`src/rtl/tt_sweep_if.sv`:
```
// Stream and control bundle for the truth-table sweep engine.
// master = controller/consumer side, slave = the sweep engine.
interface tt_sweep_if #(
  parameter int N = 3
);
  logic         start;
  logic         gray_mode;
  logic         out_ready;
  logic         out_valid;
  logic [N-1:0] out_vec;
  logic         out_x;
  logic         out_y;
  logic         busy;
  logic         done;
  logic [N:0]   x_count;
  logic [N:0]   y_count;
  logic [N:0]   diff_count;
  logic [1:0]   state_dbg;

  modport master (
    output start, gray_mode, out_ready,
    input  out_valid, out_vec, out_x, out_y, busy, done,
    input  x_count, y_count, diff_count, state_dbg
  );

  modport slave (
    input  start, gray_mode, out_ready,
    output out_valid, out_vec, out_x, out_y, busy, done,
    output x_count, y_count, diff_count, state_dbg
  );
endinterface

```
`src/rtl/tt_sweep_eval.sv`:
```
// Steps an N-bit vector through all 2^N values (binary or Gray order) and
// streams x/y truth-table lookups with per-sweep hit and difference counts.
module tt_sweep_eval #(
  parameter int                N    = 3,
  parameter logic [(1<<N)-1:0] X_TT = 8'hEE,
  parameter logic [(1<<N)-1:0] Y_TT = 8'hEE
) (
  input  logic       clk,
  input  logic       rst,
  tt_sweep_if.slave  bus
);
  localparam int CW = N + 1;

  // Handshake: a beat transfers on any rising edge where out_valid and
  // out_ready are both high; while out_valid is high and out_ready is low the
  // beat (out_vec/out_x/out_y) holds stable. out_ready is ignored otherwise.
  typedef enum logic [1:0] {
    S_IDLE = 2'd0,
    S_RUN  = 2'd1,
    S_DONE = 2'd2
  } state_t;

  state_t        state_q, state_d;
  logic [N-1:0]  idx_q, idx_d;
  logic [N-1:0]  vec_q, vec_d;
  logic          mode_q, mode_d;
  logic [CW-1:0] xc_q, xc_d;
  logic [CW-1:0] yc_q, yc_d;
  logic [CW-1:0] dc_q, dc_d;
  logic [N-1:0]  idx_inc;
  logic          accept;

  assign idx_inc = idx_q + N'(1);
  assign accept  = (state_q == S_RUN) && bus.out_ready;

  always_ff @(posedge clk) begin
    if (rst) begin
      state_q <= S_IDLE;
      idx_q   <= '0;
      vec_q   <= '0;
      mode_q  <= 1'b0;
      xc_q    <= '0;
      yc_q    <= '0;
      dc_q    <= '0;
    end else begin
      state_q <= state_d;
      idx_q   <= idx_d;
      vec_q   <= vec_d;
      mode_q  <= mode_d;
      xc_q    <= xc_d;
      yc_q    <= yc_d;
      dc_q    <= dc_d;
    end
  end

  always_comb begin
    state_d = state_q;
    idx_d   = idx_q;
    vec_d   = vec_q;
    mode_d  = mode_q;
    xc_d    = xc_q;
    yc_d    = yc_q;
    dc_d    = dc_q;
    case (state_q)
      S_IDLE: begin
        if (bus.start) begin
          state_d = S_RUN;
          idx_d   = '0;
          vec_d   = '0;
          mode_d  = bus.gray_mode;
          xc_d    = '0;
          yc_d    = '0;
          dc_d    = '0;
        end
      end
      S_RUN: begin
        if (accept) begin
          if (bus.out_x)              xc_d = xc_q + CW'(1);
          if (bus.out_y)              yc_d = yc_q + CW'(1);
          if (bus.out_x != bus.out_y) dc_d = dc_q + CW'(1);
          if (idx_q == {N{1'b1}}) begin
            state_d = S_DONE;
          end else begin
            // Vector is registered, so compute the next index's mapping now.
            idx_d = idx_inc;
            vec_d = mode_q ? (idx_inc ^ (idx_inc >> 1)) : idx_inc;
          end
        end
      end
      S_DONE:  state_d = S_IDLE;
      default: state_d = S_IDLE;
    endcase
  end

  assign bus.out_valid  = (state_q == S_RUN);
  assign bus.busy       = (state_q == S_RUN);
  assign bus.done       = (state_q == S_DONE);
  assign bus.out_vec    = vec_q;
  assign bus.out_x      = X_TT[vec_q];
  assign bus.out_y      = Y_TT[vec_q];
  assign bus.x_count    = xc_q;
  assign bus.y_count    = yc_q;
  assign bus.diff_count = dc_q;
  assign bus.state_dbg  = state_q;
endmodule

```
`src/flat_wrapper.sv`:
```
// flat-port wrapper written by rule: the top's interface ports become plain ports
module tt_sweep_eval_flat 
#(
  parameter int                N    = 3,
  parameter logic [(1<<N)-1:0] X_TT = 8'hEE,
  parameter logic [(1<<N)-1:0] Y_TT = 8'hEE
)
  (clk, rst, bus_start, bus_gray_mode, bus_out_ready, bus_out_valid, bus_out_vec, bus_out_x, bus_out_y, bus_busy, bus_done, bus_x_count, bus_y_count, bus_diff_count, bus_state_dbg);
  tt_sweep_if #(.N(N)) bus_i ();
  input  logic clk;
  input  logic rst;
  input wire logic [$bits(bus_i.start)-1:0] bus_start;
  input wire logic [$bits(bus_i.gray_mode)-1:0] bus_gray_mode;
  input wire logic [$bits(bus_i.out_ready)-1:0] bus_out_ready;
  output wire logic [$bits(bus_i.out_valid)-1:0] bus_out_valid;
  output wire logic [$bits(bus_i.out_vec)-1:0] bus_out_vec;
  output wire logic [$bits(bus_i.out_x)-1:0] bus_out_x;
  output wire logic [$bits(bus_i.out_y)-1:0] bus_out_y;
  output wire logic [$bits(bus_i.busy)-1:0] bus_busy;
  output wire logic [$bits(bus_i.done)-1:0] bus_done;
  output wire logic [$bits(bus_i.x_count)-1:0] bus_x_count;
  output wire logic [$bits(bus_i.y_count)-1:0] bus_y_count;
  output wire logic [$bits(bus_i.diff_count)-1:0] bus_diff_count;
  output wire logic [$bits(bus_i.state_dbg)-1:0] bus_state_dbg;
  assign bus_i.start = bus_start;
  assign bus_i.gray_mode = bus_gray_mode;
  assign bus_i.out_ready = bus_out_ready;
  assign bus_out_valid = bus_i.out_valid;
  assign bus_out_vec = bus_i.out_vec;
  assign bus_out_x = bus_i.out_x;
  assign bus_out_y = bus_i.out_y;
  assign bus_busy = bus_i.busy;
  assign bus_done = bus_i.done;
  assign bus_x_count = bus_i.x_count;
  assign bus_y_count = bus_i.y_count;
  assign bus_diff_count = bus_i.diff_count;
  assign bus_state_dbg = bus_i.state_dbg;
  tt_sweep_eval #(.N(N), .X_TT(X_TT), .Y_TT(Y_TT)) u_core (.clk(clk), .rst(rst), .bus(bus_i));
endmodule
```
`config.mk`:
```
export PLATFORM = sky130hd
export DESIGN_NAME = tt_sweep_eval_flat
export DESIGN_NICKNAME = d
export VERILOG_FILES = /design/src/rtl/tt_sweep_if.sv /design/src/rtl/tt_sweep_eval.sv /design/src/flat_wrapper.sv
export SDC_FILE = /design/constraint.sdc
export NUM_CORES = 1
export LEC_CHECK = 0
export CORE_MARGIN = 10
export CORE_UTILIZATION = 49
export CTS_CLUSTER_DIAMETER = 80
export CTS_CLUSTER_SIZE = 12
export DETAILED_ROUTE_END_ITERATION = 10
export PLACE_DENSITY = 0.82
export SYNTH_ARGS = -nofsm -noshare
export SYNTH_HDL_FRONTEND = slang
export SYNTH_SLANG_ARGS = --single-unit
```
`constraint.sdc`:
```
create_clock -name clk -period 3.1 [get_ports clk]
set_input_delay 0.465 -clock clk [delete_from_list [all_inputs] [get_ports clk]]
set_output_delay 0.465 -clock clk [all_outputs]
set_load 0.05 [all_outputs]
```
==> metrics.txt, run 1 <==
Post-Syn Area per Cell=9.016 um^2; # setup viols final=0; DP Worst Slack=0.8720 ns; cell family with most CP delay=buffers and inverters; Main synth FF type=dfxtp_1; clock skew=0.006169 ns; cells along the critical path=nor2b_1, clkdlybuf4s50_1; site row count=15; outcome=completed; gr usage total=10.71%; effective utilization at floorplan=52.69%; CP bufs+invs=1; clock latency on the worst-skew pair=0.28 ns; final worst path period share=82.48%; H-tree depth=1; gpl congestion=0.8128; Worst EP required=2.63 ns; Post-CTS Hold Fix Bufs=0; pin count of the biggest net entering global routing=22; Final Total Pwr=424.0 uW; worst path arrival time=2.09 ns; Distinct cells, synth=32; share of the synthesized area in the top cell type=37.01%; PwrDens=374.0 nW/um^2; CTS tree=built; post-route setup TNS=0 ns; Leak=0.4034 nW; type of origin of the critical path=flip-flop; synthesized instance count=102; CP Capture Type=output pin; Routed WL=2127 um; Synth Warn #=0; vias in the first global route=826; die width=63.32 um; max-cap violations=0; Final Net Count=129; worst slew pin tran=0.7180 ns; remaining global-route overflow=0; core box area=1745 um^2; Final Hold Fails=0; DRC errors left=0; first-pass GRT wire length=3719 um; CP Class=flip-flop to output pin; via count=820; area of the mapped netlist=919.6 um^2; CTS Sinks=17; worst setup margin=0.5431 ns; hold_sp=u_core.idx_q[1]; Clock Path Buffers=2; Vias/cell=5.694; Hold Path Cell Cnt=2; Crit Reg-Reg Endpoint=u_core.bus.x_count[2]; Post-synth EDFFs=0; PortBufs=22; DRT iter0 DRCs=33; Register-to-Register Path Depth=3; Fin Hold WS=0.4952 ns; post-synthesis sequential area ratio=37.01%; Die H=63.32 um; ANT nets after route=0; DRT Pass-1 Iters=4; boundary pin count=27; Gates resized, CTS repair=0; R2R Setup Slk=1.37 ns; Util after Layout=64.95%; R2R Path Start=u_core.bus.state_dbg[0]; CTS Root Cell=clkbuf_4; slowest cell delay on critical path=0.85 ns; synth cell count leaders=dfxtp_1 (17), nand3_1 (12), a21oi_1 (10); share of flip-flops with an asynchronous set or reset=0%; maximum fanout along the worst path=17; Slew Viols, Final=0; initial antenna violation count=0; VDD IR max=262.8 uV; top cells by area, synth=dfxtp_1 (37%), nand3_1 (6.5%), buf_4 (5.7%); Synth area leader=dfxtp_1; Worst-path clk slew=0.10 ns; Hold Path End=u_core.idx_q[1]; dpl hpwl=1583 um; count leader, synth=dfxtp_1; HP Class=flip-flop to flip-flop; Final min period=2.557 ns; antenna cells=0; Worst slew margin=51.98%; Num CTS Buffers=3; wire per inst=14.77 um; share of layout cells above drive strength 1=10.92%; Critical-path top delay cell=clkdlybuf4s50_1; area of the die=4009 um^2; Setup Buffers After CTS=0; RSZ-0062 raised after global routing=no; area delta synth->final=23.27%; FF+latch count, synth=17; Max Freq=0.3911 GHz
tightest hold or removal path, stage by stage, from the launching register on:
cell	delay, ns
dfxtp_1	0.34
nand3_1	0.07
a21oi_1	0.05
flip-flops by register name, summed over array words and instances (netlist names):
register and cells:
u_core.bus.out_vec 2, u_core.bus.out_x 1, u_core.bus.state_dbg 2, u_core.bus.y_count 4
u_core.mode_q 1, u_core.bus.x_count 4, u_core.idx_q 3
worst max path at each step:
stage | from | endpoint | depth (start not counted)
global route | u_core.bus.state_dbg[0] | bus_busy | 2
finish | u_core.bus.state_dbg[0] | bus_busy | 2
detailed placement | u_core.bus.state_dbg[0] | bus_busy | 2
floorplan | u_core.bus.state_dbg[0] | bus_out_valid | 2
CTS | u_core.bus.state_dbg[0] | bus_busy | 2
global placement | u_core.bus.state_dbg[0] | bus_out_valid | 2
logic make-up after synthesis:
| family | share of synthesized area, % |
|---|---|
| compound gates | 12.38 |
| fa+ha+maj | 5.442 |
| buf+inv | 8.571 |
| flops | 37.01 |
| mux | 5.986 |
| other cells | 0.4078 |
| simple gates | 30.20 |
cells in the final DEF, fill, tap and decap left out, types with 2 or more instances in the layout:
master,n
nand4_1,5
nor3_1,5
nand2b_1,3
a21oi_2,2
clkbuf_4,3
ha_1,4
nand2_1,3
o21ai_1,3
and4b_1,2
dfxtp_1,17
a21oi_1,10
clkdlybuf4s50_1,22
nor3b_1,4
nand3_1,12
conb_1,4
mux2_2,4
per-layer routing:
metal  track usage (%)  wire [um]
met5                 0          0
met4             3.279          7
met3             4.770        271
met2             16.33        955
met1             13.09        892
per-stage QoR:
step	cell area (um^2)	instances
after floorplan	930.9	105
after global placement	1107	140
after detailed placement	1107	140
after CTS	1134	144
after global routing	1134	144
final	1134	144
where the power goes:
| part | internal (mW) | switching, mW | leakage, nW |
|---|---|---|---|
| combinational | 0.0239 | 0.0548 | 0.251 |
| sequential | 0.223 | 0.00728 | 0.138 |
| clock | 0.0499 | 0.0655 | 0.0150 |
final cells by class:
| cell class | instances | area, um^2 |
|---|---|---|
| clock buffers | 4 | 26.28 |
| fillers | 160 | 611.8 |
| inverters | 1 | 3.754 |
| multi-input cells | 75 | 511.7 |
| flip-flops and latches | 17 | 340.3 |
| well taps | 25 | 31.28 |
| repair buffers | 22 | 220.2 |
Power figures use the tool's default switching activity.
==> run 2, diff against run 1 <==
--- a/config.mk
+++ b/config.mk
@@ -6,11 +6,11 @@
 export NUM_CORES = 1
 export LEC_CHECK = 0
 export CORE_MARGIN = 10
-export CORE_UTILIZATION = 49
+export CORE_UTILIZATION = 41
 export CTS_CLUSTER_DIAMETER = 80
 export CTS_CLUSTER_SIZE = 12
 export DETAILED_ROUTE_END_ITERATION = 10
-export PLACE_DENSITY = 0.82
+export PLACE_DENSITY = 0.74
 export SYNTH_ARGS = -nofsm -noshare
 export SYNTH_HDL_FRONTEND = slang
 export SYNTH_SLANG_ARGS = --single-unit
==> constraint.sdc (replaced) <==
create_clock -name clk -period 2.2 [get_ports clk]
set_input_delay 0.33 -clock clk [delete_from_list [all_inputs] [get_ports clk]]
set_output_delay 0.33 -clock clk [all_outputs]
set_load 0.05 [all_outputs]
==> metrics.txt, run 2 (synthesis results as in run 1) <==
post-route setup TNS=0 ns (unchanged); RSZ-0062 raised after global routing=no; site row count=17 (+2); Worst EP required=1.87 ns (-0.76 ns); core box area=2170 um^2 (+24%); type of origin of the critical path=flip-flop; DRC errors left=0 (unchanged); CP Class=flip-flop to output pin; share of layout cells above drive strength 1=16.39% (+5.5 points); DRT Pass-1 Iters=4 (unchanged); Post-Layout Cell Count=150 (+4.2%); wire per inst=16.16 um (+9.4%); Register-to-Register Path Depth=5 (+2); dpl hpwl=1689 um (+6.7%); most common cell after layout, fill and taps aside=clkdlybuf4s50_1; worst slew pin tran=0.5072 ns (-0.2108 ns); critical path depth=1 (-1); HP Class=flip-flop to flip-flop; Setup Buffers After CTS=0 (unchanged); ANT nets after route=0 (unchanged); Slew Viols, Final=0 (unchanged); Clock Path Buffers=2 (unchanged); worst setup margin=0.1414 ns (-0.4018 ns); Gates resized, CTS repair=0 (unchanged); remaining global-route overflow=0 (unchanged); DP Worst Slack=0.2742 ns (-0.5978 ns); max-cap violations=0 (unchanged); effective utilization at floorplan=42.39% (-10 points); CTS Root Cell=clkbuf_4; Leak=0.4236 nW (+5.0%); Post-CTS Hold Fix Bufs=0 (unchanged); area delta synth->final=25.58%; Final Net Count=132 (+2.3%); clock skew=0.003797 ns (-0.002372 ns); DRT iter0 DRCs=37 (+12%); Max Freq=0.4858 GHz; DP Area=1129 um^2 (+1.9%); Die H=67.36 um (+6.4%); CTS Sinks=17 (unchanged); Routed WL=2424 um (+14%); fill count=210 (+31%); die width=67.36 um (+6.4%); maximum fanout along the worst path=10 (-7); most frequent cells in the layout=clkdlybuf4s50_1 (19), dfxtp_1 (17), nand3_1 (12); final worst path period share=93.57%; # setup viols final=0 (unchanged); gpl congestion=0.7361 (-9.4%); Hold Path Cell Cnt=2 (unchanged); CTS tree=built; PwrDens=535.2 nW/um^2 (+43%); H-tree depth=1 (unchanged); via count=860 (+4.9%); CP bufs+invs=1 (unchanged); initial antenna violation count=0 (unchanged); Vias/cell=5.733 (+0.68%); cell family with most CP delay=buffers and inverters; Final min period=2.059 ns; VDD IR max=298.7 uV (+14%); Worst-path clk slew=0.10 ns (about the same); Critical-path top delay cell=clkdlybuf4s50_1; area of the die=4537 um^2 (+13%); slowest cell delay on critical path=0.88 ns (+0.03 ns); boundary pin count=27 (unchanged); outcome=completed; antenna cells=0 (unchanged); gr usage total=10.98% (+0.27 points); CP Capture Type=output pin; first-pass GRT wire length=3864 um (+3.9%); vias in the first global route=795 (-3.8%); Num CTS Buffers=3 (unchanged); Final Instance Area=1155 um^2 (+1.9%); cells along the critical path=clkdlybuf4s50_1; Final Hold Fails=0 (unchanged); clock latency on the worst-skew pair=0.30 ns (+0.02 ns); Worst slew margin=66.08% (+14 points); PortBufs=22 (unchanged); pin count of the biggest net entering global routing=14 (-36%); DP Cell Count=146 (+4.3%); worst path arrival time=1.73 ns (-0.36 ns); Final Total Pwr=618.1 uW (+46%)
==> run 2: layout make-up <==
class	instances	area (um^2)	area share (%)
multi-input combinational	75	514.2	44.53
sequential	17	340.3	29.47
timing repair buffer	25	235.2	20.37
tap	28	35.03	3.034
clock buffer	4	26.28	2.275
inverter	1	3.754	0.3250
==> run 2: worst paths after layout <==
kind / slack (ns) / end / startpoint
setup / recovery: 0.14 / bus_state_dbg[1] / u_core.bus.state_dbg[1]
hold reg to reg: 0.50 / u_core.idx_q[2] / u_core.idx_q[2]
hold / removal: 0.50 / u_core.idx_q[2] / u_core.idx_q[2]
setup reg to reg: 0.53 / u_core.bus.out_x / u_core.idx_q[0]
==> run 2: power breakdown <==
group | switching, mW | internal [mW] | total (mW)
Clock | 0.106 | 0.0708 | 0.177
Combinational | 0.0814 | 0.0373 | 0.119
Sequential | 0.00840 | 0.314 | 0.322
==> run 2: metrics by stage <==
step | util [%] | hold slack [ns]
3_3_place_gp | 52.02 | 0.4808
2_1_floorplan | - | 0.4598
6_report | 53.23 | 0.4959
3_5_place_dp | 52.02 | 0.4864
5_1_grt | 53.23 | 0.5330
4_1_cts | 53.23 | 0.5066
==> run 2: metal layers <==
layer	vias to the layer above	share of wire [%]	track usage [%]
met1	405	42	13.29
met2	41	46	16.82
li1	409	-	-
met4	0	2.0	6.410
met3	5	9.9	3.306
met5	-	0	0
